**src/rtl/arm_rf_pkg.sv**
```systemverilog
// Shared definitions for the ARM-style register file with load scoreboard.
// Default geometry: 16 registers of 32 bits, with register 15 reading as the PC.
// reg_idx_t and word_t are sized for that default geometry.
package arm_rf_pkg;

  localparam int DATA_W_DEF = 32;
  localparam int NREGS_DEF  = 16;
  localparam int PC_IDX_DEF = 15;
  localparam int ADDR_W_DEF = $clog2(NREGS_DEF);

  typedef logic [ADDR_W_DEF-1:0] reg_idx_t;
  typedef logic [DATA_W_DEF-1:0] word_t;

endpackage

```
**src/rtl/arm_rf_scoreboard.sv**
```systemverilog
// Load scoreboard for the register file.
// It tracks one busy bit per register between a load issue and its port-B return.
//
// Ports:
//   clk, reset        clock and asynchronous active-high reset
//   ra1..ra3, re1..re3  read addresses and read-valids; these only feed the stall
//   we_a, wa_a        port-A write enable and index; used for WAW error detection
//   we_b, wa_b        port-B write enable and index; any port-B write clears busy
//   ld_issue, ld_dst  load issue strobe and destination register
//   busy              registered scoreboard vector
//   stall             combinational hazard flag
//   waw_err           sticky flag: port A wrote a register that has a load outstanding
//
// Handshake: ld_issue acts as a valid signal, and !stall acts as its ready.
// A load is accepted only in a cycle where ld_issue && !stall. In every other
// cycle the issuer must hold ld_issue and ld_dst unchanged.
module arm_rf_scoreboard
  import arm_rf_pkg::*;
#(
  parameter int NREGS  = NREGS_DEF,
  parameter int ADDR_W = $clog2(NREGS),
  parameter int PC_IDX = NREGS - 1
) (
  input  logic              clk,
  input  logic              reset,
  input  logic [ADDR_W-1:0] ra1,
  input  logic [ADDR_W-1:0] ra2,
  input  logic [ADDR_W-1:0] ra3,
  input  logic              re1,
  input  logic              re2,
  input  logic              re3,
  input  logic              we_a,
  input  logic [ADDR_W-1:0] wa_a,
  input  logic              we_b,
  input  logic [ADDR_W-1:0] wa_b,
  input  logic              ld_issue,
  input  logic [ADDR_W-1:0] ld_dst,
  output logic [NREGS-1:0]  busy,
  output logic              stall,
  output logic              waw_err
);

  localparam logic [ADDR_W-1:0] PC_ADDR = ADDR_W'(PC_IDX);

  logic [NREGS-1:0] clr;
  logic [NREGS-1:0] set;

  // A register still counts as pending unless its load returns in this same
  // cycle. Port B bypasses to readers, so the returning value is already usable.
  function automatic logic pending(input logic [NREGS-1:0]  b,
                                   input logic [NREGS-1:0]  c,
                                   input logic [ADDR_W-1:0] idx);
    return (idx != PC_ADDR) && b[idx] && !c[idx];
  endfunction

  always_comb begin
    clr = '0;
    if (we_b) clr[wa_b] = 1'b1;
  end

  // The last term covers load-after-load to a register that is still busy.
  always_comb begin
    stall = (re1      && pending(busy, clr, ra1))
         || (re2      && pending(busy, clr, ra2))
         || (re3      && pending(busy, clr, ra3))
         || (ld_issue && pending(busy, clr, ld_dst));
  end

  always_comb begin
    set = '0;
    if (ld_issue && !stall && (ld_dst != PC_ADDR)) set[ld_dst] = 1'b1;
  end

  // Set is applied after clear, so a new load can be issued in the same
  // cycle that the previous load to that register returns.
  always_ff @(posedge clk or posedge reset) begin
    if (reset) begin
      busy    <= '0;
      waw_err <= 1'b0;
    end else begin
      busy    <= (busy & ~clr) | set;
      waw_err <= waw_err | (we_a && pending(busy, clr, wa_a));
    end
  end

endmodule

```
**src/rtl/arm_regfile_sb.sv**
```systemverilog
// Register file with two write ports, three combinational read ports,
// same-cycle write bypass, a live PC read, and a load scoreboard.
//
// Ports:
//   clk, reset          clock and asynchronous active-high reset
//   ra1..ra3 / rd1..rd3 read addresses and combinational read data
//   re1..re3            read-valids; these only qualify the stall
//   pc_in               value returned when a read addresses PC_IDX
//   we_a, wa_a, wd_a    write port A (ALU writeback)
//   we_b, wa_b, wd_b    write port B (load return); wins over A on the same index
//   ld_issue, ld_dst    load issue and destination register
//   busy, stall, waw_err  scoreboard outputs
module arm_regfile_sb
  import arm_rf_pkg::*;
#(
  parameter int DATA_W = DATA_W_DEF,
  parameter int NREGS  = NREGS_DEF,
  parameter int ADDR_W = $clog2(NREGS),
  parameter int PC_IDX = NREGS - 1
) (
  input  logic              clk,
  input  logic              reset,
  input  logic [ADDR_W-1:0] ra1,
  input  logic [ADDR_W-1:0] ra2,
  input  logic [ADDR_W-1:0] ra3,
  input  logic              re1,
  input  logic              re2,
  input  logic              re3,
  output logic [DATA_W-1:0] rd1,
  output logic [DATA_W-1:0] rd2,
  output logic [DATA_W-1:0] rd3,
  input  logic [DATA_W-1:0] pc_in,
  input  logic              we_a,
  input  logic [ADDR_W-1:0] wa_a,
  input  logic [DATA_W-1:0] wd_a,
  input  logic              we_b,
  input  logic [ADDR_W-1:0] wa_b,
  input  logic [DATA_W-1:0] wd_b,
  input  logic              ld_issue,
  input  logic [ADDR_W-1:0] ld_dst,
  output logic [NREGS-1:0]  busy,
  output logic              stall,
  output logic              waw_err
);

  localparam logic [ADDR_W-1:0] PC_ADDR = ADDR_W'(PC_IDX);

  logic [DATA_W-1:0] regs [NREGS];
  logic [ADDR_W-1:0] ra_v [3];
  logic [DATA_W-1:0] rd_v [3];

  // The PC slot is never written. Its storage stays at reset value and is
  // never read, because reads of PC_IDX return pc_in.
  always_ff @(posedge clk or posedge reset) begin
    if (reset) begin
      for (int i = 0; i < NREGS; i++) regs[i] <= '0;
    end else begin
      for (int i = 0; i < NREGS; i++) begin
        if (i != PC_IDX) begin
          if (we_b && (wa_b == ADDR_W'(i)))      regs[i] <= wd_b;
          else if (we_a && (wa_a == ADDR_W'(i))) regs[i] <= wd_a;
        end
      end
    end
  end

  assign ra_v[0] = ra1;
  assign ra_v[1] = ra2;
  assign ra_v[2] = ra3;

  // Per-port read priority: PC, then port B bypass, then port A bypass, then storage.
  always_comb begin
    for (int k = 0; k < 3; k++) begin
      rd_v[k] = regs[ra_v[k]];
      if (ra_v[k] == PC_ADDR)                 rd_v[k] = pc_in;
      else if (we_b && (wa_b == ra_v[k]))     rd_v[k] = wd_b;
      else if (we_a && (wa_a == ra_v[k]))     rd_v[k] = wd_a;
    end
  end

  assign rd1 = rd_v[0];
  assign rd2 = rd_v[1];
  assign rd3 = rd_v[2];

  arm_rf_scoreboard #(
    .NREGS  (NREGS),
    .ADDR_W (ADDR_W),
    .PC_IDX (PC_IDX)
  ) u_sb (
    .clk      (clk),
    .reset    (reset),
    .ra1      (ra1),
    .ra2      (ra2),
    .ra3      (ra3),
    .re1      (re1),
    .re2      (re2),
    .re3      (re3),
    .we_a     (we_a),
    .wa_a     (wa_a),
    .we_b     (we_b),
    .wa_b     (wa_b),
    .ld_issue (ld_issue),
    .ld_dst   (ld_dst),
    .busy     (busy),
    .stall    (stall),
    .waw_err  (waw_err)
  );

endmodule

```
**config.mk**
```make
export PLATFORM = sky130hd
export DESIGN_NAME = arm_regfile_sb
export DESIGN_NICKNAME = d
export VERILOG_FILES = /design/src/rtl/arm_rf_pkg.sv /design/src/rtl/arm_rf_scoreboard.sv /design/src/rtl/arm_regfile_sb.sv
export SDC_FILE = /design/constraint.sdc
export NUM_CORES = 2
export LEC_CHECK = 0
export BUFFER_PORTS_ARGS = -buffer_cell sky130_fd_sc_hd__buf_2
export CORE_MARGIN = 10
export CORE_UTILIZATION = 55
export DETAILED_ROUTE_END_ITERATION = 7
export PLACE_DENSITY = 0.82
export SYNTH_ARGS = -nofsm -noshare
export SYNTH_HDL_FRONTEND = slang
export SYNTH_SLANG_ARGS = --single-unit
```
**constraint.sdc**
```tcl
create_clock -name clk -period 43.7 [get_ports clk]
set_input_delay 2.185 -clock clk [delete_from_list [all_inputs] [get_ports clk]]
set_output_delay 2.185 -clock clk [all_outputs]
set_load 0.1 [all_outputs]
```
### Word-level counts from Yosys, hierarchy flattened

Cells that the tools add are included.

| word-level totals | value |
|---|---|
| logic and storage cells | 232 |
| register bits | 497 |
| output and inout bits | 114 |
| input port bits | 128 |

| operators by class | value |
|---|---|
| equal/unequal tests | 42 |
| bitwise operators | 7 |
| multiplexer cells | 74 |
| reduce and logical (&&, ||, !) cells | 81 |
| magnitude comparators | 11 |

Operator list:

| cell | number |
|---|---|
| 32-bit two-way mux | 45 |
| 32-bit binary-select mux with 4-bit select | 3 |
| 4-bit equality test, second input constant | 17 |
| 1-bit logical AND | 55 |
| 1-bit binary-select mux with 4-bit select | 10 |
| 4-bit by 3-bit equality test with 1-bit output, second input constant | 8 |
| 16-bit two-way mux | 2 |
| 4-bit by 5-bit < comparator with 1-bit output, second input constant | 6 |
| 2-bit nonzero test | 15 |
| 4-bit equality test | 6 |
| 4-bit inequality test, second input constant | 5 |
| 16-bit bitwise AND | 1 |
| 4-bit by 2-bit equality test with 1-bit output, second input constant | 4 |
| 16-bit NOT | 1 |
| 16-bit bitwise OR | 1 |
| 5-bit >= comparator, second input constant | 3 |
| 4-bit NOT with 5-bit output | 3 |
| 1-bit two-way mux | 12 |
| 1-bit demux with 4-bit select | 2 |
| 4-bit by 1-bit equality test with 1-bit output, second input constant | 2 |
| 4-bit by 1-bit >= comparator with 1-bit output, second input constant | 2 |
| 4-bit logical NOT | 2 |
| 1-bit logical NOT | 6 |
| 1-bit logical OR | 3 |
| 1-bit bitwise OR | 1 |

### Depth between registers and ports, before layout

| logic depth | value |
|---|---|
| word-level depth | 18 |
| mapped depth | 10 |
| gate-level depth less buffers | 7 |

### Hierarchy

Synthesis repeated with hierarchy kept, for this count alone.

| second synthesis, totals | value |
|---|---|
| cells, all modules | 4024 |
| area, all modules | 39073.7 µm² |

Modules (own cells, without submodules):

| module | sequential area each (µm²) | area an instance (µm²) | instances | cells each |
|---|---|---|---|---|
| arm_regfile_sb | 12011.5 | 36860.4 | 1 | 3770 |
| arm_rf_scoreboard | 425.4 | 2213.4 | 1 | 254 |

### Least setup slack after synthesis

OpenSTA, ideal clock, no wires.

| path | value |
|---|---|
| path type | input -> output |
| start point | input port ra1[0] |
| end point | output port rd1[10] |
| path buffers | 3 |
| stages | 9 |
| data arrival time | 5.026 ns |
| slack | 36.489 ns |
| required time | 41.515 ns |
| path through | clkbuf_1 -> buf_2 -> xor2_1 -> nor4_2 -> buf_2 -> mux2i_1 -> nand2_1 -> o21ai_1 -> o21ai_1 |

| between the ends | value |
|---|---|
| cells in the longest elaborated chain, start to end | 7 |
| elaborated cells between the ends (all ways) | 12 |
| those cells by class | eq/ne: 3; mux: 6; bitwise: 1; reduce/logical: 2 |

RTL lines:

| what | RTL line | source |
|---|---|---|
| from (decl) | arm_regfile_sb.sv:23 | `input logic [ADDR_W-1:0] ra1,` |
| 4-bit NOT with 5-bit output (not written as such) | arm_regfile_sb.sv:74 | `rd_v[k] = regs[ra_v[k]];` |
| 32-bit binary-select mux with 4-bit select | arm_regfile_sb.sv:74 |  |
| 32-bit two-way mux (not written as such) (2 in a row) | arm_regfile_sb.sv:74 |  |
| 32-bit two-way mux | arm_regfile_sb.sv:77 | `else if (we_a && (wa_a == ra_v[k])) rd_v[k] = wd_a;` |
| 32-bit two-way mux | arm_regfile_sb.sv:76 | `else if (we_b && (wa_b == ra_v[k])) rd_v[k] = wd_b;` |
| 32-bit two-way mux * | arm_regfile_sb.sv:75 | `if (ra_v[k] == PC_ADDR) rd_v[k] = pc_in;` |
| to (decl) | arm_regfile_sb.sv:29 | `output logic [DATA_W-1:0] rd1,` |

Mark *: on every way between the ends. The rest lies on a longest branch, timed or not. The select of a mux whose other input is x is not followed.

### Worst setup path in the final report

| path | value |
|---|---|
| start point | input port ra3[1] |
| end point | output port rd3[30] |

| between the ends | value |
|---|---|
| cells in the longest elaborated chain, start to end | 7 |
| elaborated cells between the ends (all ways) | 12 |
| those cells by class | eq/ne: 3; mux: 6; bitwise: 1; reduce/logical: 2 |

RTL lines:

| what | RTL line | source |
|---|---|---|
| from (decl) | arm_regfile_sb.sv:25 | `input logic [ADDR_W-1:0] ra3,` |
| 4-bit NOT with 5-bit output (not written as such) | arm_regfile_sb.sv:74 |  |
| 32-bit binary-select mux with 4-bit select | arm_regfile_sb.sv:74 |  |
| 32-bit two-way mux (not written as such) (2 in a row) | arm_regfile_sb.sv:74 |  |
| 32-bit two-way mux | arm_regfile_sb.sv:77 |  |
| 32-bit two-way mux | arm_regfile_sb.sv:76 |  |
| 32-bit two-way mux * | arm_regfile_sb.sv:75 |  |
| to (decl) | arm_regfile_sb.sv:31 | `output logic [DATA_W-1:0] rd3,` |

Marked as above.

==> impl_metrics.py <==
metrics = {
    "cts": {
        "ctsResizeCount": 0,
        "clk_latency_ns": 0.65,
        "ctsHoldBuffers": 0,
        "htreeDepth": 2,
        "cts_setup_buffers": 0,
        "tritoncts": "yes",
        "cts_sinks": 497,
        "clk_pin_slew_ns": 0.06,
        "cts_buffers": 54,
        "cts-root-buf": "clkbuf_16",
        "clk_path_buf_depth": 3,
    },
    "floorplanning": {
        "die_h_um": 284.4,
        "rows": 96,
        "die_w_um": 284.4,
        "core-area_mm2": 0.06895,
        "initial_core_util_pct": 55.78,
        "dieArea_mm2": 0.08090,
        "pin_count": 242,
    },
    "synth": {
        "synthArstFlopShare_pct": 100.0,
        "syn_area_mm2": 0.03846,
        "yosysWarnings": 32,
        "synth-main-ff-cell": "dfrtp_1",
        "syn_area_per_cell_um2": 10.36,
        "yosysSeqAreaShare_pct": 32.34,
        "yosys-top-cells-count": "676 x mux2i_1, 497 x dfrtp_1, 416 x nand2_1",
        "ys_types": 59,
        "synthTopCellsByArea": "dfrtp_1 32%, mux4_2 23%, mux2i_1 18%, nand2_1 4.1%, a21oi_1 3.7%",
        "synth.top_cell.area_share_pct": 32.34,
        "synthesis.nets": 3842,
        "synth_edf_count": 0,
        "synth_most_common_cell": "mux2i_1",
        "postSynthCellCount": 3714,
        "ys_ff_latch": 497,
        "synth_top_area_cell": "dfrtp_1",
    },
    "timing": {
        "setup_viol": 0,
        "max_freq_ghz": 0.1115,
        "period_needed_ns": 8.965,
        "finalSetupTns_ns": 0,
        "maxSlewHeadroom_pct": 21.08,
        "hold_viol": 0,
        "drv_slew": 0,
        "rsz0062_at_grt": "no",
        "max_slew.worst_pin.slew_ns": 1.184,
        "fin_crit_sh_pct": 20.51,
        "finClkSkew_ns": 0.008072,
    },
    "run": {
        "cap_violations": 0,
    },
    "global_routing": {
        "grt_pass1_wl_um": 209400,
        "overflow": 0,
        "antenna_found_initial": 18,
        "track_usage_pct": 33.60,
        "grt_pass1_vias": 33330,
        "grt_max_degree": 165,
    },
    "placement": {
        "port_buffers": 241,
        "dp_hpwl_um": 78690,
        "gp_congestion": 0.9059,
        "place_area_mm2": 0.03953,
    },
    "pwr": {
        "leakage_uw": 0.01687,
        "p_per_area_mw_per_mm2": 49.39,
        "ir_drop_uv": 56.20,
        "total_power_uw": 2044,
    },
    "route": {
        "drt_iter0_drc": 5950,
        "drtAntennaViolNets": 0,
        "drt-total-wl_um": 139600,
        "viasPerCell": 7.363,
        "drtPass1Iterations": 7,
        "drc_errors": 0,
        "routed-via-count": 33770,
        "wl_per_cell_um": 30.45,
    },
    "worst_hold_path": {
        "worstHoldPathType": "reg -> reg",
    },
    "outcome": {
        "status": "complete, no violations",
    },
    "finish": {
        "design_area_mm2": 0.04138,
        "layout.nets": 3729,
        "seqCellArea_mm2": 0.01244,
        "drive_above_1_share_pct": 22.75,
        "multiInputGateArea_mm2": 0.02418,
        "n_fill_cell": 5478,
        "utilization_pct": 60.02,
        "area.growth.synth_to_final_pct": 7.596,
    },
    "setup_path": {
        "crit_type": "in -> out",
        "max_stage_delay_ns": 0.76,
        "slowest_stage": "buf_4",
        "cp_top_family": "buffers and inverters",
        "cp_data_arrival_time_ns": 6.78,
        "required_ns": 41.51,
        "crit_path_frequent_cell": "buf_4",
        "crit_path_end_kind": "output pin",
        "crit_buf_inv": 5,
        "path_max_fanout": 51,
        "cp-start-kind": "input port",
        "path_cells": "buf_6, buf_4, buf_4, nor2b_4, buf_4, nand2_1, o21ai_0, mux4_2, mux2i_1, a21oi_1, a21o_1, buf_2",
    },
}
-- per-layer routing --
metal  GRT usage [%]  wire length, um
met1           41.85            47750
met2           49.24            61010
met3           11.15            20460
met4           22.79            10210
met5               0              191
-- kinds of logic (layout without fill, tap and decap cells) --
family | count (synthesis) | count (layout) | synth area share (%)
compound gates | 858 | 858 | 12.27
xor+xnor | 27 | 27 | 0.6149
buf+inv | 477 | 407 | 5.410
flops | 497 | 497 | 32.34
mux | 1076 | 1076 | 41.09
other cells | 0 | 11 | 0
simple gates | 779 | 779 | 8.283
-- cell type report --
cell class              count  area share, %
clock inverters            21         0.4838
clock buffers              78          3.928
multi-input cells        2740          58.43
flip-flops and latches    497          30.05
diodes                     11        0.06652
inverters                   9        0.09978
well taps                 931          2.815
repair buffers            299          4.118
-- worst reg2reg max path, cell delays in order, from the launching register on --
cell and delay (ns):
dfrtp_1 0.50, o21ai_0 0.18, mux4_2 0.50, o211ai_1 0.20
nand4_2 0.39, nand4_1 0.26, o21ai_1 0.09
-- through the flow --
step | worst slack, ns | instances | hold WS, ns
final | 34.74 | 4586 | 0.5098
after global routing | 34.75 | 4583 | 0.5329
after CTS | 35.04 | 4575 | 0.5019
after detailed placement | 35.07 | 4476 | 0.4878
after global placement | 35.10 | 4476 | 0.4526
after floorplan | 27.64 | 3714 | 0.5549
-- placed cells by master, fill, tap and decap left out, types with 4 or more instances in the layout --
cell type	n
nand2b_1	8
buf_2	233
a21oi_1	288
nor2_4	12
xor2_1	17
xnor2_1	10
nor3_2	5
nor2b_1	7
o2bb2ai_1	70
nand4_1	19
mux4_2	393
nor2b_4	4
a21o_1	28
mux4_1	7
dfrtp_1	497
buf_4	59
inv_1	6
clkinv_2	11
nand3_1	10
diode_2	11
o211ai_1	6
clkinvlp_4	5
clkbuf_1	9
nor2_1	264
nand2_2	5
clkbuf_8	15
o21ai_0	286
nand2_1	409
clkbuf_16	57
mux2i_1	676
o21ai_1	157
-- report_power, final --
part	leakage [uW]	internal, uW	total (uW)	switching, uW
logic	0.0101	327	848	521
registers	0.00591	578	712	134
clock network	0.000894	275	484	208
-- final timing paths --
| check | end | cells past startpoint | from | slack, ns |
|---|---|---|---|---|
| max in group asynchronous | regs[165] | 4 | reset | 39.42 |
| min reg2reg | u_sb.waw_err | 1 | u_sb.waw_err | 0.51 |
| max reg2reg | u_sb.busy[3] | 6 | u_sb.busy[11] | 41.46 |
| max | rd3[30] | 12 | ra3[1] | 34.74 |
| min | u_sb.waw_err | 1 | u_sb.waw_err | 0.51 |
| min in group asynchronous | regs[345] | 2 | reset | 1.73 |
-- registers in the layout, summed over array words and instances, names as in the netlist --
name,flops
u_sb.waw_err,1
regs,480
u_sb.busy,16
No activity file was read; power rests on OpenSTA's default activity.
